===== src/rtl/jtag_pkg.sv =====
// Shared types and constants for the JTAG pattern sequencer and its register block.
package jtag_pkg;

    localparam int unsigned JTAG_PATTERN_WIDTH = 16;

    // Status word bit positions as seen by the register block
    localparam int unsigned STATUS_OVERFLOW_BIT = 0;
    localparam int unsigned STATUS_TIMEOUT_BIT  = 1;
    localparam int unsigned STATUS_ACTIVE_BIT   = 2;
    localparam int unsigned STATUS_FULL_BIT     = 3;
    localparam int unsigned STATUS_EMPTY_BIT    = 4;

    typedef enum logic [2:0] {
        StIdle,
        StLoad,
        StGo,
        StWait,
        StGap,
        StNext
    } state_t;

endpackage


===== src/rtl/jtag_pattern_fifo.sv =====
// Synchronous FIFO of TMS pattern words with occupancy count and a synchronous flush.
module jtag_pattern_fifo
    import jtag_pkg::*;
#(
    parameter int unsigned pWIDTH = JTAG_PATTERN_WIDTH,
    parameter int unsigned pDEPTH = 8
) (
    input  logic                      i_clk,
    input  logic                      i_reset,
    input  logic                      i_flush,
    input  logic                      i_push,
    input  logic [pWIDTH-1:0]         i_data,
    input  logic                      i_pop,
    output logic [pWIDTH-1:0]         o_head,
    output logic [$clog2(pDEPTH):0]   o_count,
    output logic                      o_full,
    output logic                      o_empty
);

    localparam int unsigned AW = $clog2(pDEPTH);
    localparam logic [AW:0] FULL_COUNT = (AW + 1)'(pDEPTH);

    logic [pWIDTH-1:0] r_mem [pDEPTH];
    logic [AW-1:0]     r_wr_ptr;
    logic [AW-1:0]     r_rd_ptr;
    logic [AW:0]       r_count;
    logic              w_push;
    logic              w_pop;

    assign o_full  = (r_count == FULL_COUNT);
    assign o_empty = (r_count == '0);
    assign o_count = r_count;
    assign o_head  = r_mem[r_rd_ptr];

    // Flush wins over a coincident push or pop
    assign w_push = i_push && !o_full && !i_flush;
    assign w_pop  = i_pop && !o_empty && !i_flush;

    always_ff @(posedge i_clk) begin
        if (w_push) begin
            r_mem[r_wr_ptr] <= i_data;
        end
    end

    always_ff @(posedge i_clk or posedge i_reset) begin
        if (i_reset) begin
            r_wr_ptr <= '0;
            r_rd_ptr <= '0;
            r_count  <= '0;
        end else if (i_flush) begin
            r_wr_ptr <= '0;
            r_rd_ptr <= '0;
            r_count  <= '0;
        end else begin
            if (w_push) r_wr_ptr <= r_wr_ptr + 1'b1;
            if (w_pop)  r_rd_ptr <= r_rd_ptr + 1'b1;
            case ({w_push, w_pop})
                2'b10:   r_count <= r_count + 1'b1;
                2'b01:   r_count <= r_count - 1'b1;
                default: r_count <= r_count;
            endcase
        end
    end

endmodule


===== src/rtl/jtag_pattern_sequencer.sv =====
// Feeds queued TMS pattern words to the bit-banger one at a time with go/done handshake,
// optional inter-pattern gap, watchdog timeout and abort.
module jtag_pattern_sequencer
    import jtag_pkg::*;
#(
    parameter int unsigned pPATTERN_WIDTH = JTAG_PATTERN_WIDTH,
    parameter int unsigned pDEPTH         = 8,
    parameter int unsigned pTIMEOUT_WIDTH = 16
) (
    input  logic                        i_clk,
    input  logic                        i_reset,
    input  logic                        i_wr_en,
    input  logic [pPATTERN_WIDTH-1:0]   i_wr_data,
    input  logic                        i_start,
    input  logic                        i_abort,
    input  logic                        i_clear_status,
    input  logic [7:0]                  i_gap_cycles,
    input  logic                        i_bb_busy,
    input  logic                        i_bb_done,
    output logic [pPATTERN_WIDTH-1:0]   o_bb_pattern,
    output logic                        o_bb_go,
    output logic                        o_bb_reset,
    output logic [$clog2(pDEPTH):0]     o_fifo_count,
    output logic                        o_fifo_full,
    output logic                        o_fifo_empty,
    output logic                        o_active,
    output logic                        o_seq_done,
    output logic [15:0]                 o_completed,
    output logic                        o_overflow,
    output logic                        o_timeout
);

    state_t                      r_state;
    logic [pTIMEOUT_WIDTH-1:0]   r_wdog;
    logic [7:0]                  r_gap_cnt;
    logic [pPATTERN_WIDTH-1:0]   r_bb_pattern;
    logic                        r_bb_go;
    logic                        r_bb_reset;
    logic                        r_seq_done;
    logic [15:0]                 r_completed;
    logic                        r_overflow;
    logic                        r_timeout;

    logic [pPATTERN_WIDTH-1:0]   w_head;
    logic [pTIMEOUT_WIDTH-1:0]   w_wdog_inc;
    logic                        w_in_handshake;
    logic                        w_done_seen;
    logic                        w_timeout_evt;
    logic                        w_flush;
    logic                        w_pop;

    // Expiry fires on the edge where the watchdog would reach all-ones; a done in the
    // same cycle still counts as seen in time.
    assign w_wdog_inc     = r_wdog + 1'b1;
    assign w_in_handshake = (r_state == StGo) || (r_state == StWait);
    assign w_done_seen    = (r_state == StWait) && i_bb_done;
    assign w_timeout_evt  = w_in_handshake && (w_wdog_inc == '1) && !w_done_seen && !i_abort;
    assign w_flush        = i_abort || w_timeout_evt;
    assign w_pop          = w_done_seen && !i_abort;

    jtag_pattern_fifo #(
        .pWIDTH (pPATTERN_WIDTH),
        .pDEPTH (pDEPTH)
    ) u_fifo (
        .i_clk   (i_clk),
        .i_reset (i_reset),
        .i_flush (w_flush),
        .i_push  (i_wr_en),
        .i_data  (i_wr_data),
        .i_pop   (w_pop),
        .o_head  (w_head),
        .o_count (o_fifo_count),
        .o_full  (o_fifo_full),
        .o_empty (o_fifo_empty)
    );

    always_ff @(posedge i_clk or posedge i_reset) begin
        if (i_reset) begin
            r_state      <= StIdle;
            r_wdog       <= '0;
            r_gap_cnt    <= '0;
            r_bb_pattern <= '0;
            r_bb_go      <= 1'b0;
            r_bb_reset   <= 1'b0;
            r_seq_done   <= 1'b0;
            r_completed  <= '0;
            r_overflow   <= 1'b0;
            r_timeout    <= 1'b0;
        end else begin
            r_bb_reset <= 1'b0;
            r_seq_done <= 1'b0;

            if (i_wr_en && o_fifo_full) r_overflow <= 1'b1;
            else if (i_clear_status)    r_overflow <= 1'b0;

            if (w_timeout_evt)       r_timeout <= 1'b1;
            else if (i_clear_status) r_timeout <= 1'b0;

            if (w_flush) begin
                r_bb_go    <= 1'b0;
                r_bb_reset <= 1'b1;
                r_state    <= StIdle;
            end else begin
                unique case (r_state)
                    StIdle: begin
                        if (i_start && !o_fifo_empty) begin
                            r_completed <= '0;
                            r_state     <= StLoad;
                        end
                    end
                    StLoad: begin
                        r_bb_pattern <= w_head;
                        r_wdog       <= '0;
                        r_bb_go      <= 1'b1;
                        r_state      <= StGo;
                    end
                    StGo: begin
                        r_wdog <= w_wdog_inc;
                        if (i_bb_busy) begin
                            r_bb_go <= 1'b0;
                            r_state <= StWait;
                        end
                    end
                    StWait: begin
                        r_wdog <= w_wdog_inc;
                        if (i_bb_done) begin
                            r_completed <= r_completed + 16'd1;
                            if (i_gap_cycles != 8'd0) begin
                                r_gap_cnt <= i_gap_cycles - 8'd1;
                                r_state   <= StGap;
                            end else begin
                                r_state <= StNext;
                            end
                        end
                    end
                    StGap: begin
                        if (r_gap_cnt == 8'd0) r_state   <= StNext;
                        else                   r_gap_cnt <= r_gap_cnt - 8'd1;
                    end
                    StNext: begin
                        if (!o_fifo_empty) begin
                            r_state <= StLoad;
                        end else begin
                            r_seq_done <= 1'b1;
                            r_state    <= StIdle;
                        end
                    end
                    default: r_state <= StIdle;
                endcase
            end
        end
    end

    assign o_bb_pattern = r_bb_pattern;
    assign o_bb_go      = r_bb_go;
    assign o_bb_reset   = r_bb_reset;
    assign o_active     = (r_state != StIdle);
    assign o_seq_done   = r_seq_done;
    assign o_completed  = r_completed;
    assign o_overflow   = r_overflow;
    assign o_timeout    = r_timeout;

endmodule


===== config.mk =====
export PLATFORM = sky130hd
export DESIGN_NAME = jtag_pattern_sequencer
export DESIGN_NICKNAME = d
export VERILOG_FILES = /design/src/rtl/jtag_pkg.sv /design/src/rtl/jtag_pattern_fifo.sv /design/src/rtl/jtag_pattern_sequencer.sv
export SDC_FILE = /design/constraint.sdc
export NUM_CORES = 1
export LEC_CHECK = 0
export ABC_AREA = 0
export BUFFER_PORTS_ARGS = -buffer_cell sky130_fd_sc_hd__buf_2
export CORE_UTILIZATION = 30
export CTS_BUF_LIST = sky130_fd_sc_hd__clkbuf_8
export CTS_CLUSTER_DIAMETER = 150
export DETAILED_ROUTE_END_ITERATION = 8
export PLACE_DENSITY = 0.43
export SETUP_SLACK_MARGIN = 0.15
export SLEW_MARGIN = 10
export SYNTH_ARGS = -nofsm -noshare
export SYNTH_HDL_FRONTEND = slang
export SYNTH_SLANG_ARGS = --single-unit

===== constraint.sdc =====
create_clock -name i_clk -period 4.98 [get_ports i_clk]
set_input_delay 0.498 -clock i_clk [delete_from_list [all_inputs] [get_ports i_clk]]
set_output_delay 0.498 -clock i_clk [all_outputs]
set_load 0.01 [all_outputs]

==> flow_metrics.tcl <==
set metrics [dict create \
    status "finished with violations" \
    violations "DRC" \
    drt_iter0_drc 409 \
    ant_nets 0 \
    die_y_um 175.4 \
    dp_worst_setup_slack_ns 0.7712 \
    coreArea_um2 29640 \
    critPathLaunchType "flop" \
    clk_latency_ns 0.54 \
    post_cts_buffers 0 \
    required_ns 5.38 \
    postLayoutCoreUtil_pct 35.80 \
    tightestPinTransition_ns 0.9611 \
    end_kind "flop" \
    wl_per_cell_um 18.38 \
    ir_drop_mv 0.2125 \
    fin_crit_ns 4.234 \
    rr_endpoint "u_fifo.o_count[3]" \
    register_area_um2 5697 \
    yosys.area.top_type "edfxtp_1" \
    finalCritPeriodShare_pct 85.01 \
    grt_pass1_vias 6038 \
    pwr_density_cell_nw_per_um2 389.4 \
    fin_skew_ns 0.02756 \
    leakagePower_nw 3.872 \
    cap_violations 0 \
    synth_enable_flop_cells 128 \
    dp_hpwl_um 13820 \
    synth-main-ff-cell "edfxtp_1" \
    synth_top_area_share_pct 42.64 \
    final.setup.tns_ns 0 \
    max_freq_mhz 236.2 \
    rsz0062_at_grt "false" \
    die_w_um 175.4 \
    num_rows 63 \
    clk_pin_slew_ns 0.06 \
    drive_gt1_share_pct 24.81 \
    drtPass1Iterations 6 \
    placedCellCount 1107 \
    start_util_pct 30.42 \
    hold_buffers 0 \
    drt-total-wl_um 21570 \
    hold_viol 0 \
    nNetsFinal 798 \
    synthCells 662 \
    synth_seq_area_share_pct 63.18 \
    grt_pass1_wl_um 34110 \
    htree_levels 2 \
    synth-seq-cells 202 \
    ctsResizeCount 0 \
    stdcell_area_um2 10610 \
    cts_tree "built" \
    num_vias 5881 \
    setup_viol 0 \
    area_growth_pct 17.71 \
    yosys_warnings 0 \
    hold_class "input port to async pin" \
    path_class "flop to flop" \
    grt_overflow_total 0 \
    multi_input_area_um2 3139 \
    synth_fp_nets 704 \
    fin_cells 1173 \
    portBuffers 75 \
    vias_per_cell 5.014 \
    async_flop_share_pct 36.63 \
    mappedNetlistArea_um2 9015 \
    cts-buffers-inserted 37 \
    rrSetupSlack_ns 0.75 \
    crit_start "r_state[1]" \
    grtUsageTotal_pct 14.37 \
    ioPinCount 76 \
    rr_startpoint "r_state[1]" \
    setup_ws_ns 0.7464 \
    avgSynthCellArea_um2 13.62 \
    crit_arrival_ns 4.63 \
    grt_max_degree 40 \
    yosysUniqueCellTypes 67 \
    drc 4 \
    slew_headroom_pct 35.93 \
    die-area_um2 30750 \
    cts_sinks 202 \
    place.gp.congestion 0.7820 \
    antenna_found_initial 2 \
    fill_cells 2945 \
    dpl_cell_area_um2 9873 \
    max-clock-path-buffers 3 \
    r2r_cells 13 \
    crit_fanout 26 \
    root_buffer "clkbuf_8" \
    hold_slack_ns 0.08574 \
    design_power_total_mw 4.132 \
    synth.area.top_cells "edfxtp_1 43%, dfrtp_1 21%, mux4_2 8.0%, mux2i_1 2.7%, a21oi_1 2.5%" \
    final_max_slew_viol_count 0 \
]
worst max-delay path, cell delays in order, from the launching register on:
cell and delay [ns]:
dfrtp_1 0.89, or3b_1 0.40, mux2i_1 0.23, o2111ai_1 0.25, o31ai_2 0.23, buf_4 0.25, or2_1 0.49, ha_1 0.34
ha_1 0.30, a31o_2 0.26, a21oi_1 0.15, o21ai_0 0.12, xor2_1 0.14, nor2_1 0.05
cell usage after synthesis, types with 3 or more instances:
cell	number
o31ai_1	5
nor2_1	57
dfrtp_1	74
buf_2	10
nor4b_1	3
edfxtp_1	128
xnor2_1	3
or4_1	7
mux2_2	3
clkbuf_1	17
xor2_1	7
nor4_1	6
nor3_1	17
nand2b_1	8
nand3b_1	6
nand3_1	18
a41oi_1	4
and3_1	3
o21a_1	4
nand2_1	36
ha_1	10
a31oi_1	18
mux4_2	32
mux2i_1	24
nand4_1	6
and2_1	3
o21ai_0	34
buf_1	6
inv_1	12
o211ai_1	3
a21oi_1	45
cells by family after synthesis:
| kind of cell | count (synthesis) | synth area share (%) |
|---|---|---|
| DFF | 202 | 63.18 |
| muxes | 59 | 11.03 |
| and+or+nand+nor | 192 | 11.31 |
| adders and majority gates | 10 | 1.388 |
| xor gates and xnor gates | 10 | 0.9716 |
| AOI/OAI and AO/OA | 140 | 9.688 |
| buffers and inverters | 49 | 2.429 |
cells in the final DEF, fill, tap and decap left out, types with 3 or more instances in the layout:
cell | netlist | final
a21oi_1 | 45 | 45
nand2b_1 | 8 | 8
o211ai_1 | 3 | 3
mux2_2 | 3 | 3
nand3b_1 | 6 | 6
nor4_1 | 6 | 5
ha_1 | 10 | 10
o21a_1 | 4 | 4
and3_1 | 3 | 3
clkbuf_8 | 0 | 41
nand4_1 | 6 | 6
clkinv_2 | 0 | 4
o31ai_1 | 5 | 5
a41oi_1 | 4 | 4
inv_1 | 12 | 23
buf_2 | 10 | 75
nand3_1 | 18 | 18
nor4b_1 | 3 | 3
buf_4 | 2 | 17
and2_1 | 3 | 3
xor2_1 | 7 | 7
dfrtp_1 | 74 | 73
nor2_1 | 57 | 57
mux4_2 | 32 | 32
nand2_1 | 36 | 36
a31oi_1 | 18 | 18
nor4b_4 | 1 | 3
mux2i_1 | 24 | 24
clkinv_1 | 0 | 4
or4_1 | 7 | 7
xnor2_1 | 3 | 3
o21ai_0 | 34 | 34
nor3_1 | 17 | 15
edfxtp_1 | 128 | 128
where the power goes:
| part | internal (mW) | switching (mW) | leakage [nW] |
|---|---|---|---|
| Combinational | 0.213 | 0.296 | 1.32 |
| Clock | 0.868 | 0.701 | 0.422 |
| Sequential | 1.92 | 0.131 | 2.13 |
| Total | 3.00 | 1.13 | 3.87 |
state kept, by name, indices dropped and copies added (netlist names):
| register | flops |
|---|---|
| u_fifo.o_count | 4 |
| r_state | 3 |
| o_completed | 16 |
| r_wdog | 16 |
| r_gap_cnt | 8 |
| o_seq_done | 1 |
| o_overflow | 1 |
| o_bb_reset | 1 |
| u_fifo.r_mem | 128 |
| u_fifo.r_wr_ptr | 3 |
| u_fifo.r_rd_ptr | 3 |
| o_timeout | 1 |
| o_bb_go | 1 |
| o_bb_pattern | 16 |
how the worst max path moves through the flow:
stage / end / cells past startpoint / slack (ns)
global route: u_fifo.o_count[3] / 13 / 0.43
CTS: u_fifo.o_count[3] / 13 / 0.76
global placement: u_fifo.o_count[3] / 13 / 0.90
floorplan: u_fifo.r_mem[0][0] / 8 / 1.14
detailed placement: u_fifo.o_count[3] / 13 / 0.77
finish: u_fifo.o_count[3] / 13 / 0.75
layer usage:
layer  wire, um  up-vias  GRT usage (%)  part of all wire, %
met5         13        -              0                0.060
met4        323        2          4.239                  1.5
met3       1105       29          3.117                  5.1
met2      10520      151          23.74                   49
met1       9603     2945          18.91                   45
li1           -     2754              -                    -
area by class of cell:
cell class | count | share of cell area [%]
Sequential cell | 202 | 53.68
Tap cell | 390 | 4.599
Antenna cell | 1 | 0.02358
Clock buffer | 41 | 5.318
Inverter | 12 | 0.4363
Clock inverter | 24 | 1.615
Multi-Input combinational cell | 411 | 29.58
Timing Repair Buffer | 92 | 4.740
Power figures use the tool's default switching activity.
